===== config.mk =====
export PLATFORM = sky130hd
export DESIGN_NAME = ct_merge_wrr
export DESIGN_NICKNAME = d
export VERILOG_FILES = /design/src/rtl/ct_merge_wrr.sv
export SDC_FILE = /design/constraint.sdc
export NUM_CORES = 1
export LEC_CHECK = 0
export ABC_AREA = 1
export CORE_MARGIN = 5
export CORE_UTILIZATION = 44
export DETAILED_ROUTE_END_ITERATION = 8
export HOLD_SLACK_MARGIN = 0.08
export PLACE_DENSITY_LB_ADDON = 0.3
export SKIP_CTS_REPAIR_TIMING = 1
export SYNTH_ARGS = -nofsm -noshare
export SYNTH_HDL_FRONTEND = slang
export SYNTH_SLANG_ARGS = --single-unit

===== constraint.sdc =====
create_clock -name clk -period 2.5 [get_ports clk]
set_input_delay 0.375 -clock clk [delete_from_list [all_inputs] [get_ports clk]]
set_output_delay 0.375 -clock clk [all_outputs]
set_load 0.005 [all_outputs]

===== src/rtl/ct_merge_wrr.sv =====
// ct_merge_wrr: packet-atomic weighted round-robin merge of NI valid/ready/eop streams onto one output.
// Latency: 1 cycle from input transfer to o_valid, through a registered 2-entry skid stage.
// Backpressure: o_ready falls the cycle after the skid fills; i_ready never reaches o_ready combinationally.
// Optional: define CT_MERGE_WRR_HIPRI_EN to add i_hipri, which confines arbitration to the high-priority class.
module ct_merge_wrr #(
    parameter int NI    = 2,
    parameter int WIDTH = 32,
    parameter int QBITS = 4,
    localparam int NIBITS = (NI > 1) ? $clog2(NI) : 1
) (
    input  logic                clk,
    input  logic                reset,
    input  logic [NI*WIDTH-1:0] i_data,
    input  logic [NI-1:0]       i_valid,
    input  logic [NI-1:0]       i_eop,
    output logic [NI-1:0]       o_ready,
    input  logic [NI*QBITS-1:0] i_quota,
`ifdef CT_MERGE_WRR_HIPRI_EN
    input  logic [NI-1:0]       i_hipri,
`endif
    output logic                o_valid,
    output logic [WIDTH-1:0]    o_data,
    output logic                o_eop,
    input  logic                i_ready,
    output logic [NIBITS-1:0]   o_cur_input
);

    typedef enum logic {S_ARB, S_LOCKED} state_t;

    state_t            state;
    logic [NIBITS-1:0] last_input;
    logic [NIBITS-1:0] cur_input;
    logic [NIBITS-1:0] rr_pick;
    logic [NIBITS-1:0] rr_idx;
    logic              rr_found;
    logic [QBITS-1:0]  count;
    logic              tenure_open;
    logic [NI-1:0]     elig;

    logic              in_xfer;
    logic              in_eop;
    logic [WIDTH-1:0]  in_data;
    logic [QBITS-1:0]  quota_raw;
    logic [QBITS-1:0]  quota_eff;
    logic              new_tenure;
    logic [QBITS-1:0]  count_base;
    logic [QBITS-1:0]  count_inc;

    // second skid entry; the head entry is the output register itself
    logic              sk_vld;
    logic              sk_eop;
    logic [WIDTH-1:0]  sk_data;

    // channels competing at a packet boundary (high-priority class wins outright when present)
    always_comb begin
        elig = i_valid;
`ifdef CT_MERGE_WRR_HIPRI_EN
        if (|(i_valid & i_hipri)) begin
            elig = i_valid & i_hipri;
        end
`endif
    end

    // round-robin search starting after last_input; last_input itself is tried last
    always_comb begin
        rr_found = 1'b0;
        rr_pick  = last_input;
        rr_idx   = last_input;
        for (int i = 1; i <= NI; i++) begin
            rr_idx = NIBITS'((int'(last_input) + i) % NI);
            if (!rr_found && elig[rr_idx]) begin
                rr_found = 1'b1;
                rr_pick  = rr_idx;
            end
        end
    end

    // grant: locked packets keep their channel; an open tenure keeps the holder while it is eligible
    always_comb begin
        cur_input = last_input;
        if (state == S_ARB) begin
            if (tenure_open && elig[last_input]) begin
                cur_input = last_input;
            end else if (rr_found) begin
                cur_input = rr_pick;
            end
        end
    end

    // per-channel ready depends only on registered state, i_valid and reset
    always_comb begin
        o_ready            = '0;
        o_ready[cur_input] = !sk_vld && !reset;
    end

    assign in_xfer     = i_valid[cur_input] && !sk_vld && !reset;
    assign in_eop      = i_eop[cur_input];
    assign in_data     = i_data[int'(cur_input)*WIDTH +: WIDTH];
    assign quota_raw   = i_quota[int'(cur_input)*QBITS +: QBITS];
    assign quota_eff   = (quota_raw == '0) ? QBITS'(1) : quota_raw;
    assign new_tenure  = (state == S_ARB) && (!tenure_open || (cur_input != last_input));
    assign count_base  = new_tenure ? '0 : count;
    assign count_inc   = (&count_base) ? count_base : count_base + QBITS'(1);
    assign o_cur_input = cur_input;

    // packet FSM and tenure accounting; channel 0 starts with an open, unused tenure
    always_ff @(posedge clk or posedge reset) begin
        if (reset) begin
            state       <= S_ARB;
            last_input  <= '0;
            count       <= '0;
            tenure_open <= 1'b1;
        end else if (in_xfer) begin
            if (state == S_ARB) begin
                last_input  <= cur_input;
                tenure_open <= 1'b1;
                count       <= count_base;
            end
            if (in_eop) begin
                state <= S_ARB;
                if (count_inc >= quota_eff) begin
                    count       <= '0;
                    tenure_open <= 1'b0;
                end else begin
                    count <= count_inc;
                end
            end else begin
                state <= S_LOCKED;
            end
        end
    end

    // 2-entry skid: a stalled head parks the in-flight beat in the second entry
    always_ff @(posedge clk or posedge reset) begin
        if (reset) begin
            o_valid <= 1'b0;
            o_data  <= '0;
            o_eop   <= 1'b0;
            sk_vld  <= 1'b0;
            sk_data <= '0;
            sk_eop  <= 1'b0;
        end else if (o_valid && !i_ready) begin
            if (in_xfer) begin
                sk_vld  <= 1'b1;
                sk_data <= in_data;
                sk_eop  <= in_eop;
            end
        end else if (sk_vld) begin
            o_valid <= 1'b1;
            o_data  <= sk_data;
            o_eop   <= sk_eop;
            sk_vld  <= 1'b0;
        end else begin
            o_valid <= in_xfer;
            if (in_xfer) begin
                o_data <= in_data;
                o_eop  <= in_eop;
            end
        end
    end

endmodule


==> summary.md <==
| Metric | Value |
|---|---|
| Sw frac | `40.8%` |
| Xor/xnor share of the synthesized area | `0%` |
| Min-Delay Path Class | `reg -> reg` |
| First-pass GRT wire length | `17.3 mm` |
| Average size of a mapped cell | `7.09 sq um` |
| Startpoint Class | `register` |
| H-tree depth | `3` |
| Worst setup path category | `reg -> reg` |
| Post-synth top cells | `289 x nand2_1, 74 x dfrtp_1, 57 x o21ai_0` |
| DRC violations left | `0` |
| Worst EP required | `2770 ps` |
| Largest family of logic cells by synthesized area | `simple AND/OR/NAND/NOR gates` |
| P_int | `3.87 mW` |
| Yosys top cell area share | `45.4%` |
| CP Data Arrival Time | `3030 ps` |
| Crit-path max cell delay | `580 ps` |
| Mux share of post-synthesis cell area | `0.736%` |
| DR vias | `3941` |
| Clk slew on worst S/H paths | `80 ps` |
| Clk_lat worst skew | `340 ps` |
| Placed cell area | `0.00545 sq mm` |
| Sequential share of power | `31.8%` |
| Yosys cell types | `28` |
| Main flop type after synthesis | `dfrtp_1` |
| Port bufs | `115` |
| Worst hold margin | `483 ps` |
| DR iter-0 viols | `219` |
| Failing checks | `negative setup slack` |
| Post-synthesis adder-cell area fraction | `1.53%` |
| Die H | `106 microns` |
| Mapped Cells | `576` |
| Min-delay src | `o_data[18]` |
| CTS Buffer Depth | `2` |
| Total power | `6.54 mW` |
| Synth Area in Compound Gates | `11.0%` |
| Worst setup margin | `-261 ps` |
| Leakage | `2.92 nW` |
| DP HPWL | `7.48 mm` |
| #FFs+latches synth | `75` |
| Core area | `0.00915 sq mm` |
| N_diodes | `0` |
| Critical path's top delay family | `simple AND/OR/NAND/NOR gates` |
| Synthesized Nets | `660` |
| Die Area | `0.0113 sq mm` |
| Worst slew pin tran | `741 ps` |
| Final period utilization | `110%` |
| CP Capture Type | `register` |
| Worst r2r src | `tenure_open` |
| TritonCTS Buffers | `9` |
| Worst path slowest cell | `dfstp_2` |
| Synthesized area | `0.00408 sq mm` |
| Peak Freq | `362 MHz` |
| Pwr Density | `1140 mW/mm^2` |
| Crit path top cell by count | `nand2_2` |
| Leading area contributor after synthesis | `dfrtp_1` |
| Area grow syn2layout | `40.4%` |
| Clock root cell | `clkbuf_8` |
| NumNets Final | `787` |
| Design Area, Final | `0.00573 sq mm` |
| Setup TNS | `-1060 ps` |
| IO Pins | `116` |
| Register area share after synthesis | `46.0%` |
| CTS sink count | `75` |
| Initial Utilization | `44.6%` |
| Simple logic cell fraction of the synthesized area | `31.1%` |
| Final WL | `10.3 mm` |
| Vias in the first global route | `3826` |
| Final critical-path required period | `2760 ps` |
| Grt ovf | `0` |
| Drt wl/cell | `12.5 microns` |
| FP Rows | `35` |
| Total Routing Usage GR | `18.7%` |
| Vias per inst | `4.81` |
| Synth warn | `0` |
| Clock skew | `7.92 ps` |
| Peak VDD IR | `0.520 mV` |
| Asr flop ratio synth | `100%` |
| RSZ-0062 raised after global routing | `yes` |
| Maxcap violations | `0` |
| Combinational fraction of design power | `55.4%` |
| Die width | `106 microns` |
| P_sw | `2.66 mW` |
| Crit path from | `tenure_open` |
| Crit path buffers/inverters | `3` |
| Reg2reg setup slack | `-260 ps` |
| Initial antenna violation count | `0` |
| Placer Congestion | `0.818` |
| Final setup fails | `5` |
| Post-DRT Antenna Nets | `0` |
| Most common cell in the netlist | `nand2_1` |
| Status | `finished, violations left` |
| Clock share of power | `12.8%` |
| Final Max Slew Viols | `0` |
| CTS tree | `done` |
| Final hold viol count | `0` |
| Synth top area cells | `dfrtp_1 45%, nand2_1 27%, o21ai_0 7.0%, inv_1 4.7%, buf_6 1.9%` |
| Number of enable flip-flop cells after synthesis | `0` |
| Share of cells above drive strength 1 | `11.0%` |
| Slew margin rel. | `50.6%` |
| Critical-path cell list | `nand2_2, nand4_1, nand2_2, nand2_2, nand2_2, inv_2, ha_4, nand2_2, inv_2, nand3_4, nand2_2, o21a_1, ha_4, inv_2, nor2_2, o211ai_1, nand3_1, nor2_4, nand3_2, a21oi_2` |
| Worst-path maximum fanout | `5` |
| Pin count of the biggest net entering global routing | `42` |
| Drt pass-1 iters | `4` |
## cell type report
type / instances / area (sq um)
clock inverters: 5 / 36.3
fillers: 814 / 3420
well taps: 111 / 139
multi-input cells: 418 / 1910
flip-flops and latches: 75 / 1880
inverters: 55 / 210
repair buffers: 144 / 1420
clock buffers: 11 / 141
## power by group through the flow
stage          combinational, mW  sequential [mW]  clock (mW)
3_5_place_dp                3.41             2.10           0
3_3_place_gp                3.29             2.08           0
2_1_floorplan               2.05             2.07           0
5_1_grt                     4.12             2.15       0.914
4_1_cts                     3.43             2.08       0.855
6_report                    3.63             2.08       0.834
## cell families (layout without fill, tap and decap cells)
kind of cell | after synthesis | count (layout)
flops | 75 | 75
simple gates | 325 | 325
fa+ha+maj | 5 | 5
mux | 3 | 3
compound gates | 85 | 85
buf+inv | 83 | 215
## worst min-delay path: cells and delay by family (launching register included)
kind	cells	cell delay [ps]
simple gates	2	100
flops	1	350
## cell usage in the layout (no fill, tap or decap), types with 7 or more instances in the layout
cell type	netlist	routed
o21ai_1	13	13
o21ai_0	57	57
dfrtp_1	74	74
buf_4	3	25
nand3_1	12	10
nand2_2	2	9
inv_2	3	7
nor2_1	13	12
inv_1	51	46
clkbuf_8	0	10
nand2_1	289	282
clkdlybuf4s50_1	0	112
## state kept, by name (all words and copies together) (netlist names)
name	count
o_eop	1
o_data	32
sk_vld	1
state	1
tenure_open	1
o_valid	1
sk_data	32
count	4
sk_eop	1
last_input	1
## path summary, 6_finish.rpt
kind                              endpoint  cells past startpoint
worst max-delay path              count[0]                     20
worst min-delay path            o_data[18]                      2
max in group asynchronous       o_data[11]                      3
worst min register to register  o_data[18]                      2
min in group asynchronous       last_input                      2
worst max register to register    count[0]                     20
## metrics by stage
stage / setup slack, ps / cells / utilization (%)
floorplan: -80.0 / 576 / -
global placement: -595 / 800 / 59.5
detailed placement: -726 / 800 / 59.5
CTS: -370 / 816 / 61.5
global route: -459 / 819 / 62.6
finish: -261 / 819 / 62.6
## routing by layer
| layer | up-vias | track usage, % | wire length (microns) |
|---|---|---|---|
| met5 | - | 0 | 0 |
| met4 | 0 | 4.90 | 204 |
| met3 | 17 | 5.28 | 506 |
| met2 | 86 | 32.8 | 5250 |
| met1 | 1804 | 22.4 | 4310 |
| li1 | 2034 | - | - |
Power figures use the tool's default switching activity.
